$ cat src/rtl/axi_sched_pkg.sv
// axi_sched_pkg
// Shared types for the AXI write scheduler and its arbiter.
//   sched_state_t : scheduler FSM states.
//   sched_req_t   : request arguments latched at the accept cycle.
// The argument record is sized by the package widths below. The scheduler's
// width parameters default to these values and must match them when changed.
package axi_sched_pkg;

    localparam int SchedBufferAddrWidth = 8;
    localparam int SchedAXIAddrWidth    = 32;

    typedef enum logic [1:0] {
        IDLE      = 2'd0,
        ISSUE     = 2'd1,
        WAIT_DONE = 2'd2,
        RESP      = 2'd3
    } sched_state_t;

    typedef struct packed {
        logic [SchedBufferAddrWidth-1:0] src;
        logic [SchedBufferAddrWidth-1:0] len;
        logic [SchedAXIAddrWidth-1:0]    dst;
    } sched_req_t;

endpackage

$ cat src/rtl/rr_arbiter.sv
// rr_arbiter
// Purely combinational round-robin arbiter.
// The search starts at rr_ptr and moves upward, wrapping modulo N.
//   req       in  N     request vector
//   rr_ptr    in  IdxW  highest-priority index for this cycle
//   grant     out N     one-hot grant, or zero when no request is set
//   grant_idx out IdxW  index of the granted request (0 when none)
//   any_grant out 1     at least one request is set
module rr_arbiter #(
    parameter int N    = 4,
    parameter int IdxW = (N > 1) ? $clog2(N) : 1
) (
    input  logic [N-1:0]    req,
    input  logic [IdxW-1:0] rr_ptr,
    output logic [N-1:0]    grant,
    output logic [IdxW-1:0] grant_idx,
    output logic            any_grant
);

    // The first set bit found from rr_ptr upward wins. any_grant also serves
    // as the "already found" flag, so later hits are ignored.
    always_comb begin
        int            idx;
        logic [IdxW-1:0] idx_v;
        grant     = '0;
        grant_idx = '0;
        any_grant = 1'b0;
        idx       = 0;
        idx_v     = '0;
        for (int k = 0; k < N; k++) begin
            idx   = (int'(rr_ptr) + k) % N;
            idx_v = IdxW'(idx);
            if (!any_grant && req[idx_v]) begin
                grant[idx_v] = 1'b1;
                grant_idx    = idx_v;
                any_grant    = 1'b1;
            end
        end
    end

endmodule

$ cat src/rtl/axi_write_scheduler.sv
// axi_write_scheduler
// Shares one AXI burst write engine between NumRequesters clients.
// Requests are arbitrated round-robin, and only one request is in flight.
// The winner's arguments are latched and issued to the engine. After the
// engine reports done, a response is returned to the owning client.
// A zero-length request skips the engine and goes straight to the response.
//   clk, reset (async, active-low)
//   req_valid/req_ready          per-client request handshake
//   req_src_ptr/req_len/req_dst_ptr  packed per-client arguments (slice i = client i)
//   resp_valid/resp_ready        per-client completion handshake
//   eng_start_valid/ready + eng_data_ptr/eng_data_size/eng_axi_offset
//   eng_done_valid/ready         engine completion handshake
//   busy                         high outside IDLE
//   grant_id                     current owner index
module axi_write_scheduler
    import axi_sched_pkg::*;
#(
    parameter int NumRequesters   = 4,
    parameter int BufferAddrWidth = SchedBufferAddrWidth,
    parameter int AXIAddrWidth    = SchedAXIAddrWidth,
    parameter int IdWidth         = $clog2(NumRequesters)
) (
    input  logic                                 clk,
    input  logic                                 reset,
    input  logic [NumRequesters-1:0]             req_valid,
    output logic [NumRequesters-1:0]             req_ready,
    input  logic [NumRequesters*BufferAddrWidth-1:0] req_src_ptr,
    input  logic [NumRequesters*BufferAddrWidth-1:0] req_len,
    input  logic [NumRequesters*AXIAddrWidth-1:0]    req_dst_ptr,
    output logic [NumRequesters-1:0]             resp_valid,
    input  logic [NumRequesters-1:0]             resp_ready,
    output logic                                 eng_start_valid,
    input  logic                                 eng_start_ready,
    output logic [BufferAddrWidth-1:0]           eng_data_ptr,
    output logic [BufferAddrWidth-1:0]           eng_data_size,
    output logic [AXIAddrWidth-1:0]              eng_axi_offset,
    input  logic                                 eng_done_valid,
    output logic                                 eng_done_ready,
    output logic                                 busy,
    output logic [IdWidth-1:0]                   grant_id
);

    sched_state_t state_q, state_d;
    logic [IdWidth-1:0] rr_ptr_q;
    logic [IdWidth-1:0] grant_id_q;
    sched_req_t         args_q;

    logic [NumRequesters-1:0] arb_grant;
    logic [IdWidth-1:0]       arb_idx;
    logic                     arb_any;
    logic                     accept;
    logic                     sel_len_zero;

    logic [BufferAddrWidth-1:0] src_arr [NumRequesters];
    logic [BufferAddrWidth-1:0] len_arr [NumRequesters];
    logic [AXIAddrWidth-1:0]    dst_arr [NumRequesters];

    // Unpack the flat per-client argument buses.
    for (genvar i = 0; i < NumRequesters; i++) begin : g_unpack
        assign src_arr[i] = req_src_ptr[i*BufferAddrWidth +: BufferAddrWidth];
        assign len_arr[i] = req_len[i*BufferAddrWidth +: BufferAddrWidth];
        assign dst_arr[i] = req_dst_ptr[i*AXIAddrWidth +: AXIAddrWidth];
    end

    rr_arbiter #(
        .N    (NumRequesters),
        .IdxW (IdWidth)
    ) u_arbiter (
        .req       (req_valid),
        .rr_ptr    (rr_ptr_q),
        .grant     (arb_grant),
        .grant_idx (arb_idx),
        .any_grant (arb_any)
    );

    assign accept       = (state_q == IDLE) && arb_any;
    assign sel_len_zero = (len_arr[arb_idx] == '0);

    // State register.
    always_ff @(posedge clk or negedge reset) begin
        if (!reset) begin
            state_q <= IDLE;
        end else begin
            state_q <= state_d;
        end
    end

    // Owner, rotation pointer and arguments are captured only on the accept cycle.
    // The arguments are not sampled again.
    always_ff @(posedge clk or negedge reset) begin
        if (!reset) begin
            rr_ptr_q   <= '0;
            grant_id_q <= '0;
            args_q     <= '0;
        end else if (accept) begin
            grant_id_q <= arb_idx;
            rr_ptr_q   <= (arb_idx == IdWidth'(NumRequesters - 1)) ? '0
                                                                   : arb_idx + IdWidth'(1);
            args_q.src <= SchedBufferAddrWidth'(src_arr[arb_idx]);
            args_q.len <= SchedBufferAddrWidth'(len_arr[arb_idx]);
            args_q.dst <= SchedAXIAddrWidth'(dst_arr[arb_idx]);
        end
    end

    // Next-state logic.
    always_comb begin
        state_d = state_q;
        unique case (state_q)
            IDLE: begin
                if (arb_any) begin
                    state_d = sel_len_zero ? RESP : ISSUE;
                end
            end
            ISSUE: begin
                if (eng_start_ready) begin
                    state_d = WAIT_DONE;
                end
            end
            WAIT_DONE: begin
                if (eng_done_valid) begin
                    state_d = RESP;
                end
            end
            RESP: begin
                if (resp_ready[grant_id_q]) begin
                    state_d = IDLE;
                end
            end
            default: state_d = IDLE;
        endcase
    end

    // Outputs. req_ready is also gated by reset.
    // This keeps every output at zero while reset is held, even if clients keep requesting.
    always_comb begin
        req_ready       = '0;
        resp_valid      = '0;
        eng_start_valid = 1'b0;
        eng_done_ready  = 1'b0;
        busy            = (state_q != IDLE);
        if (accept && reset) begin
            req_ready = arb_grant;
        end
        if (state_q == ISSUE) begin
            eng_start_valid = 1'b1;
        end
        if (state_q == WAIT_DONE) begin
            eng_done_ready = 1'b1;
        end
        if (state_q == RESP) begin
            resp_valid[grant_id_q] = 1'b1;
        end
    end

    assign grant_id       = grant_id_q;
    assign eng_data_ptr   = BufferAddrWidth'(args_q.src);
    assign eng_data_size  = BufferAddrWidth'(args_q.len);
    assign eng_axi_offset = AXIAddrWidth'(args_q.dst);

endmodule

$ cat config.mk
export PLATFORM = sky130hd
export DESIGN_NAME = axi_write_scheduler
export DESIGN_NICKNAME = d
export VERILOG_FILES = /design/src/rtl/axi_sched_pkg.sv /design/src/rtl/rr_arbiter.sv /design/src/rtl/axi_write_scheduler.sv
export SDC_FILE = /design/constraint.sdc
export NUM_CORES = 1
export LEC_CHECK = 0
export CAP_MARGIN = 15
export CORE_MARGIN = 3
export CORE_UTILIZATION = 42
export DETAILED_ROUTE_END_ITERATION = 12
export PLACE_DENSITY = 0.94
export SYNTH_ARGS = -nofsm -noshare
export SYNTH_HDL_FRONTEND = slang
export SYNTH_SLANG_ARGS = --single-unit
$ cat constraint.sdc
create_clock -name clk -period 6.8 [get_ports clk]
set_input_delay 1.36 -clock clk [delete_from_list [all_inputs] [get_ports clk]]
set_output_delay 1.36 -clock clk [all_outputs]
set_load 0.02 [all_outputs]
==> results.md, run 1 <==
* Largest family of logic cells by synthesized area: multiplexers
* Clock Latency Late Sink at around 0.3 ns
* RSZ-0062 raised after global routing: false
* Final setup vio count at 0
* Sw frac at 43.8%
* Max-Cap Viols at 0
* Syn_nets at 658
* Share of layout cells above drive strength 1 at 11.0%
* Critical Path Slowest Stage Cell: mux4_1
* Simple-Gate Fraction of Synth Area at 8.49%
* Hold Path Class: flip-flop to flip-flop
* Hold path startpoint: eng_data_size[7]
* Drt drc at 0
* Setup TNS at 0 ns
* Largest delay share family, worst path: buffers and inverters
* R2R depth at 9
* First-pass GRT wire length at 21500 um
* Final ANT Viol Nets at 0
* Hpwl dp at 11600 um
* Part of the cycle the worst path needs at 80.9%
* R2R Setup Slk at 2.92 ns
* Vias per inst at 5.31
* Clock Power Share at 6.8%
* Yosys warns at 0
* DRT Pass-1 Iters at 4
* Synth Cell Area at roughly 4500 um^2
* Post-Syn Instances at 443
* Commonest cells after routing, fill and taps aside: 263 x clkdlybuf4s50_1, 97 x mux2i_1, 60 x nand2_1
* Internal at between 1.5 and 2 mW
* Most common cell after layout, fill and taps aside: clkdlybuf4s50_1
* Sequential fraction of the synthesis area at 30.0%
* Final Hold Violating Endpoints at 0
* Number of hold buffers added after cts at 0
* Combinational Power Share at 72.3%
* DR vias at 4345
* Worst setup SP type: primary input
* Arrival @ worst endpoint at 4.14 ns
* Clk buf depth at 2
* ANT cells at 0
* Outcome: finished, final reports clean
* Worst hold margin at 0.486 ns
* GP Congestion at 0.907
* Final Cell Area at 7110 um^2
* Die height at between 100 and 150 um
* R2r endpoint: eng_axi_offset[6]
* WP data required at about 5.4 ns
* TritonCTS clock tree: yes
* Power Dens Cells at 409 nW/um^2
* Sequential Power Share at 20.9%
* Worst Max-Slew Pin Slew at 1.03 ns
* Adder-Cell Fraction of Synth Area at under 10%
* Total grt overflow at 0
* Clock root buffer: clkbuf_8
* Core Area at 10400 um^2
* Post-CTS resize count at 0
* Worst Clk Skew at 0.00575 ns
* XOR/XNOR Fraction of Synth Area at 0.194%
* Starting Density at 43.5%
* CP endpoint kind: output port
* Row cnt at 37
* Cells on Worst Hold Path at 2
* Synthesized area per cell at 10.2 um^2
* Post-DP Area at ~7000 um^2
* Compound-Gate Fraction of Synth Area at 12.8%
* WL final at 14200 um
* Top post-synthesis cells by area: dfrtp_1 30%, mux2i_1 22%, mux2_2 10%, o21ai_1 5.5%, nand2_1 5.0%
* # port buffers at 264
* Htree depth at 2
* Most common flop cell mapped by yosys: dfrtp_1
* Fill cells at 784
* CP max stage delay at 0.69 ns
* Post-synth EDFFs at 0
* Top-area cell type share of the netlist area at 30.0%
* Crit path buf inv count at 2
* CTS clk-pin slew, worst paths at 0.09 ns
* Drt initial violations at 285
* Top cell by count, worst path: clkdlybuf4s50_1
* Synth async-reset ratio at 100%
* Post-CTS Setup Repair Bufs at 0
* Worst vdd ir at between 0.2 and 0.3 mV
* Die width at 110 um
* Worst relative slew slack at 31.1%
* Total global-route track usage at 22.8%
* WP depth at 7
* Largest fanout on the critical path at 11
* Pins over their slew limit at 0
* R2r startpoint: rr_ptr_q[0]
* Class of the most critical setup path: primary input to output port
* Initial antenna violation count at 0
* Clock sink count at 54
* Achievable Freq at 182 MHz
* Leak at 3.16 nW
* Drt wl/cell at approximately 17 um
* Area growth syn-to-layout at 57.7%
* #FFs+latches synth at 54
* Largest area contributor in the netlist: dfrtp_1
* DIE AREA at between 10000 and 15000 um^2
* CTS buffer count at 5
* WHS Endpoint: eng_data_size[7]
* Worst path cell trace: clkdlybuf4s50_1, mux4_1, a211oi_2, a221o_1, o21ai_1, a21oi_1, clkdlybuf4s50_1
* Vias in the first global route at 4460
* Switching Power at 1.27 mW
* Post-layout min period at 5.50 ns
* Cell variety after synth at 53
* Largest net degree at the start of global routing at 61
* # nets final at 897
* I/O Pins at 265
* Multiplexer area fraction after synthesis at 36.7%
-- layer usage --
| metal | share of wire (%) | routed length, um | vias up | global-route usage [%] |
|---|---|---|---|---|
| li1 | - | - | 2074 | - |
| met1 | 35 | 4970 | 2064 | 25.1 |
| met2 | 56 | 7990 | 178 | 43.2 |
| met3 | 6.5 | 926 | 29 | 5.40 |
| met4 | 2.1 | 305 | 0 | 6.32 |
| met5 | 0 | 0 | - | 0 |
-- sequential cells by signal (all words and copies together), names as in the netlist --
signal          count
eng_axi_offset     32
grant_id            2
eng_data_size       8
eng_data_ptr        8
state_q             2
rr_ptr_q            2
-- worst max path at each step --
stage                      start            to  slack, ns
CTS                 req_valid[3]  req_ready[2]       1.37
global route        req_valid[3]  req_ready[1]       1.19
detailed placement  req_valid[3]  req_ready[2]       1.38
global placement    req_valid[3]  req_ready[0]       1.48
finish              req_valid[3]  req_ready[2]       1.30
floorplan           req_valid[3]  req_ready[0]       2.41
-- metrics by stage --
step / instances / utilization, % / total power [mW] / setup WS [ns]
floorplan: 443 / - / 2.19 / 2.41
global placement: 811 / 67.6 / 2.64 / 1.48
detailed placement: 811 / 67.6 / 2.73 / 1.38
CTS: 819 / 68.6 / 2.93 / 1.37
global route: 819 / 68.6 / 3.12 / 1.19
finish: 819 / 68.6 / 2.91 / 1.30
-- kinds of logic (layout without fill, tap and decap cells) --
| logic type | count (synthesis) | in the layout |
|---|---|---|
| mux | 151 | 151 |
| compound gates | 92 | 92 |
| flops | 54 | 54 |
| fa+ha+maj | 11 | 11 |
| buf+inv | 46 | 286 |
| xor+xnor | 1 | 1 |
| simple gates | 88 | 88 |
-- synthesized netlist by cell type (2+ instances only) --
| cell type | instances |
|---|---|
| mux2i_1 | 97 |
| nor4_1 | 2 |
| nand2_1 | 60 |
| clkbuf_1 | 12 |
| buf_12 | 9 |
| a21oi_1 | 8 |
| o21ai_1 | 50 |
| nor3b_1 | 2 |
| ha_1 | 11 |
| dfrtp_1 | 54 |
| inv_1 | 11 |
| buf_4 | 2 |
| nor3_1 | 5 |
| or4_1 | 2 |
| o21ai_2 | 3 |
| a221o_1 | 4 |
| mux2_4 | 10 |
| buf_6 | 6 |
| o21ai_0 | 10 |
| buf_2 | 3 |
| mux2_2 | 40 |
| o32a_1 | 2 |
| nor2_1 | 9 |
| mux4_2 | 2 |
-- power groups by stage --
stage / logic [mW] / clock network, mW / registers, mW
final: 2.10 / 0.197 / 0.608
after global routing: 2.27 / 0.223 / 0.629
after CTS: 2.12 / 0.205 / 0.606
after detailed placement: 2.12 / 0 / 0.610
after global placement: 2.04 / 0 / 0.599
after floorplan: 1.43 / 0 / 0.758
-- worst reg2reg max path: cells and delay by family (launching register included) --
kind                       cells  cell delay (ns)
AOI/OAI and AO/OA              3             0.56
DFF                            1             0.68
adders and majority gates      1             0.53
and+or+nand+nor                1             0.84
muxes                          2             0.49
buffers and inverters          2             0.66
-- final cells by class --
cell class / count / area [um^2] / share of cell area (%)
clock buffer: 7 / 96.3 / 1.35
sequential: 54 / 1350 / 19.0
clock inverter: 1 / 8.76 / 0.123
timing repair buffer: 267 / 2670 / 37.6
inverter: 11 / 41.3 / 0.580
tap: 136 / 170 / 2.39
multi-input combinational: 343 / 2770 / 39.0
(Power assumes the default switching activity.)
==> run 2: changes to the inputs <==
CORE_UTILIZATION = 35   (was 42)
PLACE_DENSITY = 0.84   (was 0.94)
clock period = 4.9 ns   (was 6.8 ns; I/O delays follow)
==> run 2 against run 1 <==
Effect of this change: critical path depth did not move; sequential power rose by 37%; hold slack improved by 0.0013 ns; wire length rose by 0.27%; global-route usage fell by 3.5 points; utilization fell by 9.8 points; die area rose by 19%; sequential cell count did not move; final cell count rose by 4.6%; highest routed layer unchanged.
==> results.md, run 2 (synthesis gave the netlist of run 1 again) <==
* Outcome: finished, final reports clean
* Drt initial violations at 226 (-21%)
* CP endpoint kind: output port
* Placed insts at 849 (+4.7%)
* TritonCTS clock tree: yes
* I/O Pins at 265 (unchanged)
* Class of the most critical setup path: primary input to output port
* Initial antenna violation count at 0 (unchanged)
* Worst Clk Skew at 0.0108 ns (+0.00501 ns)
* First-pass GRT wire length at 22600 um (+4.9%)
* Most common cell after layout, fill and taps aside: clkdlybuf4s50_1
* ANT cells at 0 (unchanged)
* Arrival @ worst endpoint at 3.70 ns (-0.44 ns)
* Core Area at 12300 um^2 (+19%)
* Setup TNS at 0 ns (unchanged)
* Starting Density at 36.6% (-6.9 points)
* Largest net degree at the start of global routing at 55 (-9.8%)
* Max reg flops at 32 (unchanged)
* Die width at 120 um (+9.0%)
* Cell Count, Final, Fillers Out at 857 (+4.6%)
* Row cnt at 40 (+8.1%)
* Worst Max-Slew Pin Slew at 0.703 ns (-0.331 ns)
* Worst vdd ir at 0.259 mV (+0.85%)
* Pins over their slew limit at 0 (unchanged)
* Share of layout cells above drive strength 1 at 11.8% (+0.78 points)
* Post-CTS Setup Repair Bufs at 0 (unchanged)
* Combinational Power Share at 71.2% (-1.1 points)
* Vias in the first global route at 4644 (+4.1%)
* Clock root buffer: clkbuf_16
* Clk buf depth at 2 (unchanged)
* Fill cells at 1062 (+35%)
* Internal at 2.35 mW (+44%)
* # port buffers at 264 (unchanged)
* Sw frac at 43.1% (-0.74 points)
* Area growth syn-to-layout at 60.4%
* Die height at 120 um (+9.0%)
* Post-layout min period at 4.68 ns
* Final ANT Viol Nets at 0 (unchanged)
* Total grt overflow at 0 (unchanged)
* Clock sink count at 54 (unchanged)
* Drt drc at 0 (unchanged)
* Worst relative slew slack at 53.1% (+22 points)
* Max-Cap Viols at 0 (unchanged)
* Drt wl/cell at 16.6 um (-4.2%)
* Part of the cycle the worst path needs at 95.5%
* DRT Pass-1 Iters at 4 (unchanged)
* DIE AREA at 14300 um^2 (+19%)
* Hpwl dp at 11700 um (+0.37%)
* CTS buffer count at 5 (unchanged)
* Total global-route track usage at 19.3% (-3.5 points)
* Commonest cells after routing, fill and taps aside: 263 x clkdlybuf4s50_1, 97 x mux2i_1, 60 x nand2_1
* CTS clk-pin slew, worst paths at 0.07 ns (-0.02 ns)
* # nets final at 903 (+0.67%)
* Final Hold Violating Endpoints at 0 (unchanged)
* GP Congestion at 0.870 (-4.1%)
* Achievable Freq at 214 MHz
* Final setup vio count at 0 (unchanged)
* Clock Latency Late Sink at 0.30 ns (about the same)
* Worst setup SP type: primary input
* Leak at 3.21 nW (+1.4%)
* Htree depth at 2 (unchanged)
* Switching Power at 1.78 mW (+39%)
* DR vias at 4254 (-2.1%)
* Vias per inst at 4.96 (-6.4%)
* WP data required at 3.92 ns (-1.52 ns)
* Hold Path Class: flip-flop to flip-flop
* Cells on Worst Hold Path at 2 (unchanged)
* Clock Power Share at 8.6% (+1.8 points)
* R2R depth at 9 (unchanged)
* RSZ-0062 raised after global routing: false
* WL final at 14200 um (+0.27%)
* Power Dens Cells at 570 nW/um^2 (+39%)
* Sequential Power Share at 20.2% (-0.7 points)
* Largest fanout on the critical path at 11 (unchanged)
==> run 2: changes by cell type in the layout (fill, tap and decap cells not counted) <==
cell / delta
clkbuf_1: +1
dfrtp_1: -1
clkinv_2: +1
buf_4: +6
dfrtp_2: +1
clkbuf_8: -7
clkbuf_16: +5
==> run 2: worst paths after layout <==
check                                    from            endpoint  slack [ns]
setup / recovery                 req_valid[0]        req_ready[2]        0.22
hold / removal             eng_axi_offset[17]  eng_axi_offset[17]        0.49
setup reg to reg                  rr_ptr_q[1]   eng_axi_offset[7]        1.44
hold reg to reg            eng_axi_offset[17]  eng_axi_offset[17]        0.49
max in group asynchronous               reset         rr_ptr_q[0]        3.49
min in group asynchronous               reset   eng_axi_offset[2]        0.91
==> run 2: critical path: stages <==
cell	delay, ns
clkdlybuf4s50_1	0.57
mux4_1	0.69
a211oi_2	0.36
a221o_1	0.22
o21ai_1	0.08
a21oi_1	0.16
clkdlybuf4s50_1	0.62
==> run 2: repair_timing <==
item	CTS	global route
endpoints found under the setup margin	0	1
hold buffers	0	0
resized for setup	0	1
==> run 2: per-layer routing <==
metal,up-vias,routed length [um],GRT usage (%)
li1,2095,-,-
met1,1987,5160,19.9
met2,146,7810,37.6
met3,26,960,5.84
met4,0,303,4.94
met5,-,0,0
==> run 2: per-stage QoR <==
step / worst slack (ns) / cell area [um^2] / power [mW] / utilization (%) / hold WS, ns
after floorplan: 1.27 / 4510 / 3.04 / - / 0.528
after global routing: 0.0840 / 7240 / 4.42 / 58.8 / 0.514
after global placement: 0.421 / 7090 / 3.71 / 57.6 / 0.465
after CTS: 0.271 / 7240 / 4.17 / 58.8 / 0.489
final: 0.218 / 7240 / 4.13 / 58.8 / 0.487
after detailed placement: 0.279 / 7090 / 3.80 / 57.6 / 0.475
==> run 2: final cells by class <==
cell class	count	area, um^2	area share [%]
clock inverter	2	13.8	0.190
timing repair buffer	273	2720	37.6
inverter	11	41.3	0.571
multi-input combinational	343	2770	38.3
sequential	54	1350	18.7
tap	168	210	2.90
clock buffer	6	129	1.78
==> run 2: power by group through the flow <==
stage          Combinational, mW  Sequential (mW)  Clock, mW
5_1_grt                     3.17            0.868      0.384
3_5_place_dp                2.96            0.839          0
4_1_cts                     2.97            0.833      0.365
6_report                    2.94            0.834      0.354
3_3_place_gp                2.89            0.824          0
2_1_floorplan               1.98             1.05          0
==> run 3: changes to the inputs <==
CAP_MARGIN = not set   (was 15)
==> results of run 3 <==
The final DEF is identical to that of run 2; final timing and power are the same.
